## src/rtl/addr_gen_hc_wr_if.sv

```systemverilog
`default_nettype none
// ============================================================================
// Module      : addr_gen_hc_wr_if
// Description : Bundle of the producer-side handshake and the H/C memory
//               write port served by addr_gen_hc_wr.
//               slave  : seen by addr_gen_hc_wr (consumes start/i_*, drives o_*)
//               master : seen by the environment (drives start/i_*, reads o_*)
// Signals     : start, i_valid, i_h, i_c            -> generator
//               o_wr_en, o_addr_h, o_addr_c,
//               o_data_h, o_data_c, o_ts_done,
//               o_busy, o_done                      <- generator
// Revision    : 1.0  initial release
// ============================================================================
interface addr_gen_hc_wr_if #(
    parameter int ADDR_WIDTH = 12,
    parameter int DATA_WIDTH = 16
);
    logic                  start;
    logic                  i_valid;
    logic [DATA_WIDTH-1:0] i_h;
    logic [DATA_WIDTH-1:0] i_c;
    logic                  o_wr_en;
    logic [ADDR_WIDTH-1:0] o_addr_h;
    logic [ADDR_WIDTH-1:0] o_addr_c;
    logic [DATA_WIDTH-1:0] o_data_h;
    logic [DATA_WIDTH-1:0] o_data_c;
    logic                  o_ts_done;
    logic                  o_busy;
    logic                  o_done;

    modport slave (
        input  start, i_valid, i_h, i_c,
        output o_wr_en, o_addr_h, o_addr_c, o_data_h, o_data_c,
               o_ts_done, o_busy, o_done
    );

    modport master (
        output start, i_valid, i_h, i_c,
        input  o_wr_en, o_addr_h, o_addr_c, o_data_h, o_data_c,
               o_ts_done, o_busy, o_done
    );
endinterface
`default_nettype wire

```

## src/rtl/addr_gen_hc_wr.sv

```systemverilog
`default_nettype none
// ============================================================================
// Module      : addr_gen_hc_wr
// Description : Write-side address generator for the H/C state memories.
//               A pass first zeroes the t=-1 region (0..NUM_CELL-1), then
//               writes each incoming h/c pair at NUM_CELL*(t+1)+cell, pulsing
//               o_ts_done on the last cell of every timestep and finishing in
//               DONE after address NUM_CELL*(TIMESTEP+1)-1.
// Ports       : clk       rising-edge clock
//               rst_n     asynchronous active-low reset
//               bus       addr_gen_hc_wr_if.slave
//                         start/i_valid/i_h/i_c in; write port, o_ts_done,
//                         o_busy (decoded from state), o_done out
// Revision    : 1.0  initial release
// ============================================================================
module addr_gen_hc_wr #(
    parameter int ADDR_WIDTH = 12,
    parameter int DATA_WIDTH = 16,
    parameter int TIMESTEP   = 7,
    parameter int NUM_CELL   = 8
) (
    input  wire logic        clk,
    input  wire logic        rst_n,
    addr_gen_hc_wr_if.slave  bus
);

    localparam int c_CELL_W = (NUM_CELL > 1) ? $clog2(NUM_CELL) : 1;

    localparam logic [ADDR_WIDTH-1:0] c_CLR_LAST  = ADDR_WIDTH'(NUM_CELL - 1);
    localparam logic [ADDR_WIDTH-1:0] c_RUN_BASE  = ADDR_WIDTH'(NUM_CELL);
    localparam logic [ADDR_WIDTH-1:0] c_PASS_LAST = ADDR_WIDTH'(NUM_CELL * (TIMESTEP + 1) - 1);
    localparam logic [ADDR_WIDTH-1:0] c_ONE       = ADDR_WIDTH'(1);
    localparam logic [c_CELL_W-1:0]   c_CELL_LAST = c_CELL_W'(NUM_CELL - 1);
    localparam logic [c_CELL_W-1:0]   c_CELL_ONE  = c_CELL_W'(1);

    localparam logic [1:0] c_ST_IDLE  = 2'd0;
    localparam logic [1:0] c_ST_CLEAR = 2'd1;
    localparam logic [1:0] c_ST_RUN   = 2'd2;
    localparam logic [1:0] c_ST_DONE  = 2'd3;

    logic [1:0]            state_q,   state_d;
    logic [ADDR_WIDTH-1:0] ptr_q,     ptr_d;
    logic [c_CELL_W-1:0]   cell_q,    cell_d;
    logic                  wr_en_q,   wr_en_d;
    logic [ADDR_WIDTH-1:0] addr_q,    addr_d;
    logic [DATA_WIDTH-1:0] data_h_q,  data_h_d;
    logic [DATA_WIDTH-1:0] data_c_q,  data_c_d;
    logic                  ts_done_q, ts_done_d;
    logic                  done_q,    done_d;

    // ------------------------------------------------------------------
    // State register
    // ------------------------------------------------------------------
    always_ff @(posedge clk or negedge rst_n) begin
        if (!rst_n) begin
            state_q <= c_ST_IDLE;
        end else begin
            state_q <= state_d;
        end
    end

    // ------------------------------------------------------------------
    // Next-state logic
    // ------------------------------------------------------------------
    always_comb begin
        state_d = state_q;
        case (state_q)
            c_ST_IDLE, c_ST_DONE: begin
                if (bus.start) begin
                    // A single-cell layout is fully cleared by the start write.
                    state_d = (NUM_CELL == 1) ? c_ST_RUN : c_ST_CLEAR;
                end
            end
            c_ST_CLEAR: begin
                // Leave on the edge that issues the last zero write.
                if ((addr_q + c_ONE) == c_CLR_LAST) begin
                    state_d = c_ST_RUN;
                end
            end
            c_ST_RUN: begin
                if (bus.i_valid && (ptr_q == c_PASS_LAST)) begin
                    state_d = c_ST_DONE;
                end
            end
            default: state_d = c_ST_IDLE;
        endcase
    end

    // ------------------------------------------------------------------
    // Output / datapath next values
    // ------------------------------------------------------------------
    always_comb begin
        wr_en_d   = 1'b0;
        ts_done_d = 1'b0;
        addr_d    = addr_q;
        data_h_d  = data_h_q;
        data_c_d  = data_c_q;
        ptr_d     = ptr_q;
        cell_d    = cell_q;
        done_d    = done_q;

        case (state_q)
            c_ST_IDLE, c_ST_DONE: begin
                if (bus.start) begin
                    wr_en_d  = 1'b1;
                    addr_d   = '0;
                    data_h_d = '0;
                    data_c_d = '0;
                    done_d   = 1'b0;
                end
            end
            c_ST_CLEAR: begin
                wr_en_d  = 1'b1;
                addr_d   = addr_q + c_ONE;
                data_h_d = '0;
                data_c_d = '0;
            end
            c_ST_RUN: begin
                if (bus.i_valid) begin
                    wr_en_d   = 1'b1;
                    addr_d    = ptr_q;
                    data_h_d  = bus.i_h;
                    data_c_d  = bus.i_c;
                    ptr_d     = ptr_q + c_ONE;
                    ts_done_d = (cell_q == c_CELL_LAST);
                    cell_d    = (cell_q == c_CELL_LAST) ? '0 : (cell_q + c_CELL_ONE);
                    if (ptr_q == c_PASS_LAST) begin
                        done_d = 1'b1;
                    end
                end
            end
            default: begin
                wr_en_d = 1'b0;
            end
        endcase

        // The write pointer starts at the first t=0 slot whenever RUN is entered.
        if ((state_q != c_ST_RUN) && (state_d == c_ST_RUN)) begin
            ptr_d  = c_RUN_BASE;
            cell_d = '0;
        end
    end

    // ------------------------------------------------------------------
    // Datapath / registered outputs
    // ------------------------------------------------------------------
    always_ff @(posedge clk or negedge rst_n) begin
        if (!rst_n) begin
            ptr_q     <= '0;
            cell_q    <= '0;
            wr_en_q   <= 1'b0;
            addr_q    <= '0;
            data_h_q  <= '0;
            data_c_q  <= '0;
            ts_done_q <= 1'b0;
            done_q    <= 1'b0;
        end else begin
            ptr_q     <= ptr_d;
            cell_q    <= cell_d;
            wr_en_q   <= wr_en_d;
            addr_q    <= addr_d;
            data_h_q  <= data_h_d;
            data_c_q  <= data_c_d;
            ts_done_q <= ts_done_d;
            done_q    <= done_d;
        end
    end

    // H and C memories share one address register.
    assign bus.o_wr_en   = wr_en_q;
    assign bus.o_addr_h  = addr_q;
    assign bus.o_addr_c  = addr_q;
    assign bus.o_data_h  = data_h_q;
    assign bus.o_data_c  = data_c_q;
    assign bus.o_ts_done = ts_done_q;
    assign bus.o_done    = done_q;
    assign bus.o_busy    = (state_q == c_ST_CLEAR) || (state_q == c_ST_RUN);

endmodule
`default_nettype wire

```

## src/flat_wrapper.sv

```systemverilog
// flat-port wrapper written by rule: the top's interface ports become plain ports
module addr_gen_hc_wr_flat 
#(
    parameter int ADDR_WIDTH = 12,
    parameter int DATA_WIDTH = 16,
    parameter int TIMESTEP   = 7,
    parameter int NUM_CELL   = 8
)
  (clk, rst_n, bus_start, bus_i_valid, bus_i_h, bus_i_c, bus_o_wr_en, bus_o_addr_h, bus_o_addr_c, bus_o_data_h, bus_o_data_c, bus_o_ts_done, bus_o_busy, bus_o_done);
  addr_gen_hc_wr_if #(.ADDR_WIDTH(ADDR_WIDTH), .DATA_WIDTH(DATA_WIDTH)) bus_i ();
  input  wire logic clk;
  input  wire logic rst_n;
  input wire logic [$bits(bus_i.start)-1:0] bus_start;
  input wire logic [$bits(bus_i.i_valid)-1:0] bus_i_valid;
  input wire logic [$bits(bus_i.i_h)-1:0] bus_i_h;
  input wire logic [$bits(bus_i.i_c)-1:0] bus_i_c;
  output wire logic [$bits(bus_i.o_wr_en)-1:0] bus_o_wr_en;
  output wire logic [$bits(bus_i.o_addr_h)-1:0] bus_o_addr_h;
  output wire logic [$bits(bus_i.o_addr_c)-1:0] bus_o_addr_c;
  output wire logic [$bits(bus_i.o_data_h)-1:0] bus_o_data_h;
  output wire logic [$bits(bus_i.o_data_c)-1:0] bus_o_data_c;
  output wire logic [$bits(bus_i.o_ts_done)-1:0] bus_o_ts_done;
  output wire logic [$bits(bus_i.o_busy)-1:0] bus_o_busy;
  output wire logic [$bits(bus_i.o_done)-1:0] bus_o_done;
  assign bus_i.start = bus_start;
  assign bus_i.i_valid = bus_i_valid;
  assign bus_i.i_h = bus_i_h;
  assign bus_i.i_c = bus_i_c;
  assign bus_o_wr_en = bus_i.o_wr_en;
  assign bus_o_addr_h = bus_i.o_addr_h;
  assign bus_o_addr_c = bus_i.o_addr_c;
  assign bus_o_data_h = bus_i.o_data_h;
  assign bus_o_data_c = bus_i.o_data_c;
  assign bus_o_ts_done = bus_i.o_ts_done;
  assign bus_o_busy = bus_i.o_busy;
  assign bus_o_done = bus_i.o_done;
  addr_gen_hc_wr #(.ADDR_WIDTH(ADDR_WIDTH), .DATA_WIDTH(DATA_WIDTH), .TIMESTEP(TIMESTEP), .NUM_CELL(NUM_CELL)) u_core (.clk(clk), .rst_n(rst_n), .bus(bus_i));
endmodule
```

## config.mk

```make
export PLATFORM = sky130hd
export DESIGN_NAME = addr_gen_hc_wr_flat
export DESIGN_NICKNAME = d
export VERILOG_FILES = /design/src/rtl/addr_gen_hc_wr_if.sv /design/src/rtl/addr_gen_hc_wr.sv /design/src/flat_wrapper.sv
export SDC_FILE = /design/constraint.sdc
export NUM_CORES = 1
export LEC_CHECK = 0
export BUFFER_PORTS_ARGS = -buffer_cell sky130_fd_sc_hd__buf_4
export CAP_MARGIN = 20
export CORE_ASPECT_RATIO = 0.75
export CORE_MARGIN = 2
export CORE_UTILIZATION = 50
export CTS_CLUSTER_SIZE = 40
export DETAILED_ROUTE_END_ITERATION = 16
export PLACE_DENSITY = 0.78
export SLEW_MARGIN = 20
export SYNTH_ARGS = -nofsm -noshare
export SYNTH_HDL_FRONTEND = slang
export SYNTH_SLANG_ARGS = --single-unit
```

## constraint.sdc

```tcl
create_clock -name clk -period 2.95 [get_ports clk]
set_input_delay 0.4425 -clock clk [delete_from_list [all_inputs] [get_ports clk]]
set_output_delay 0.4425 -clock clk [all_outputs]
set_load 0.01 [all_outputs]
```

==> metrics.md <==
| Metric | Value |
|---|---|
| DRT Pass-1 Iters | `5` |
| Vias/cell | `5.64` |
| Total GRT Usage | `24.1%` |
| Overflow after GRT | `0` |
| Vias in the first global route | `2542` |
| CTS max path bufs | `2` |
| Clock root buffer | `clkbuf_8` |
| Dpl ws | `0.436 ns` |
| Clock latency on the worst-skew pair | `0.35 ns` |
| Ant. Diodes | `0` |
| Fraction of layout cells with a size suffix above 1 | `32.6%` |
| Average size of a mapped cell | `10.5 um2` |
| Largest net degree at the start of global routing | `65` |
| Routed WL | `8000 um` |
| Max cap viols | `0` |
| IO Port Bufs | `95` |
| Crit path max-delay cell type | `dfrtp_1` |
| Pins Over Slew Limit | `0` |
| Slew HR | `45.0%` |
| Die footprint | `0.00707 mm2` |
| Worst-path maximum fanout | `8` |
| Final hold violation count | `0` |
| Fin util | `65.7%` |
| Cell Area, Synth | `0.00320 mm2` |
| RSZ-0062 raised after global routing | `false` |
| Ratio of total power to cell area | `588 mW/mm2` |
| Seq/Total Area, Yosys | `50.0%` |
| # setup viols final | `0` |
| Initial antenna violation count | `0` |
| Commonest non-fill, non-tap cells in the layout | `buf_4, dfrtp_1, a22o_1` |
| First-pass GRT wire length | `12900 um` |
| R2R Setup Slk | `0.38 ns` |
| Final Worst Setup Slack | `0.382 ns` |
| Placed Instances | `458` |
| Crit path max-delay family | `compound AO/OA/AOI/OAI gates` |
| Residual DRC | `0` |
| Fin crit period | `2.57 ns` |
| Most common cell after layout, fill and taps aside | `buf_4` |
| Period utilization | `87.0%` |
| Detail Route Antenna Nets | `0` |
| Distinct cells, synth | `49` |
| Asr flop ratio synth | `100%` |
| Crit-path max cell delay | `0.47 ns` |
| Power Total | `2.41 mW` |
| FP Rows | `25` |
| Htree depth | `3` |
| Yosys reg bits | `64` |
| Die X | `96.4 um` |
| Post-Syn Nets | `347` |
| Routed WL per cell | `16.9 um` |
| CP startpoint kind | `register` |
| Setup TNS | `0 ns` |
| Reg2reg start | `u_core.bus.o_addr_c[1]` |
| DP Wirelength | `5480 um` |
| Via count | `2672` |
| Critical path buffer and inverter count | `0` |
| Io pins | `96` |
| Outcome | `finished, final reports clean` |
| Final setup skew | `0.0108 ns` |
| CTS tree | `done` |
| Fin cells | `474` |
| Critical path required time | `3.15 ns` |
| Hold WC Path Type | `input port to async pin` |
| Placer Congestion | `0.887` |
| Cell leakage power | `2.02 nW` |
| Initial Util | `51.2%` |
| CP arrival | `2.77 ns` |
| Commonest register cell after synthesis | `dfrtp_1` |
| Synthesized instance count | `304` |
| Capturing point of the worst reg2reg path | `u_core.ptr_q[9]` |
| Least-Margin Pin Slew | `0.826 ns` |
| Synth Warn # | `0` |
| Syn-to-layout area delta | `28.3%` |
| Iteration-0 DRC Markers | `155` |
| Fmax | `0.389 GHz` |
| Setup crit end kind | `register` |
| Die Span Y | `73.3 um` |
| # clock sinks | `64` |
| Worst reg2reg path depth | `8` |
| Synth top area cells | `dfrtp_1, a22o_1, o21ai_0` |
| Clk pin slew, worst setup/hold paths | `0.07 ns` |
| Setup Buffers After CTS | `0` |
| Core region area | `0.00626 mm2` |
| Synth top area share | `50.0%` |
| Synth area leader | `dfrtp_1` |
| Num CTS Buffers | `9` |
| CP Class | `register to register` |
| Fin nets | `431` |
| Max rail drop VDD | `299 uV` |
| CP Cell Sequence | `ha_1 -> and4_4 -> nor3b_4 -> nand4_2 -> a22oi_4 -> a41oi_4 -> o21ai_2 -> a31oi_1` |
| CTS Hold Buffers Added | `0` |
| Post-CTS Resized | `0` |
| Post-synth EDFFs | `0` |
[flip-flops by register name, indices dropped and copies added, names as in the netlist]
name                  count
u_core.bus.o_wr_en        1
u_core.cell_q             3
u_core.bus.o_data_c      16
u_core.bus.o_addr_c      12
u_core.bus.o_data_h      16
u_core.state_q            2
u_core.ptr_q             12
u_core.bus.o_ts_done      1
u_core.bus.o_done         1
[logic make-up (layout without fill, tap and decap cells)]
kind of cell | after synthesis | count (layout) | share of synthesized area, %
flops | 64 | 64 | 50.0
compound gates | 101 | 101 | 24.1
mux | 2 | 2 | 0.625
buf+inv | 40 | 129 | 6.37
xor+xnor | 13 | 13 | 3.55
fa+ha+maj | 7 | 7 | 2.73
simple gates | 77 | 77 | 12.7
[area by class of cell]
class / instances / area, um2
multi-input cells: 200 / 1400
repair buffers: 101 / 771
clock buffers: 10 / 128
well taps: 81 / 101
fillers: 515 / 2150
inverters: 12 / 45.0
flip-flops and latches: 64 / 1600
clock inverters: 6 / 60.1
[per-layer routing]
layer,up-vias,GRT usage (%),routed length (um)
li1,1271,-,-
met2,89,34.9,3690
met5,-,0,0
met4,0,6.10,62
met1,1308,35.3,3660
met3,4,7.59,582
[cells in the mapped netlist, types with 2 or more instances]
cell / n
a32oi_1: 3
o21a_1: 5
xnor2_1: 10
a22oi_1: 7
nand4_1: 2
nand2_1: 23
a21oi_1: 15
ha_1: 7
and3_1: 6
clkbuf_1: 13
buf_4: 12
nand4_2: 2
nor4_1: 2
nor3_1: 4
nand2b_1: 2
or4_1: 2
a22o_1: 35
dfrtp_1: 64
nor2_1: 18
xor2_1: 3
or3_1: 2
a31oi_1: 3
nand3_1: 7
o21ai_0: 21
mux2i_1: 2
inv_1: 11
[power by group]
| group | leakage (nW) | internal (mW) | total [mW] | switching [mW] |
|---|---|---|---|---|
| Clock | 0.0920 | 0.385 | 0.725 | 0.340 |
| Sequential | 0.877 | 0.954 | 1.06 | 0.106 |
| Combinational | 1.05 | 0.252 | 0.629 | 0.377 |
[worst register-to-register path, delay by kind of cell (launching register included)]
| kind | cells | cell delay, ns |
|---|---|---|
| fa+ha+maj | 1 | 0.29 |
| flops | 1 | 0.47 |
| simple gates | 3 | 0.70 |
| compound gates | 4 | 0.98 |
[worst max path at each step]
stage                                 from               end  slack [ns]  cells after the start
finish              u_core.bus.o_addr_c[1]   u_core.ptr_q[9]        0.38                      8
detailed placement  u_core.bus.o_addr_c[1]   u_core.ptr_q[5]        0.44                      8
floorplan           u_core.bus.o_addr_c[0]  u_core.cell_q[1]        0.60                      8
global placement    u_core.bus.o_addr_c[0]   u_core.ptr_q[5]        0.53                      8
CTS                 u_core.bus.o_addr_c[1]   u_core.ptr_q[9]        0.40                      8
global route             u_core.state_q[0]   u_core.ptr_q[9]        0.12                      9
[stage by stage]
stage / area [um2] / hold WS [ns]
CTS: 4110 / 0.222
detailed placement: 3920 / 0.492
finish: 4110 / 0.174
global route: 4110 / 0.253
global placement: 3920 / 0.490
floorplan: 3200 / 0.147
Note: power is estimated with default switching activity, not from simulation.
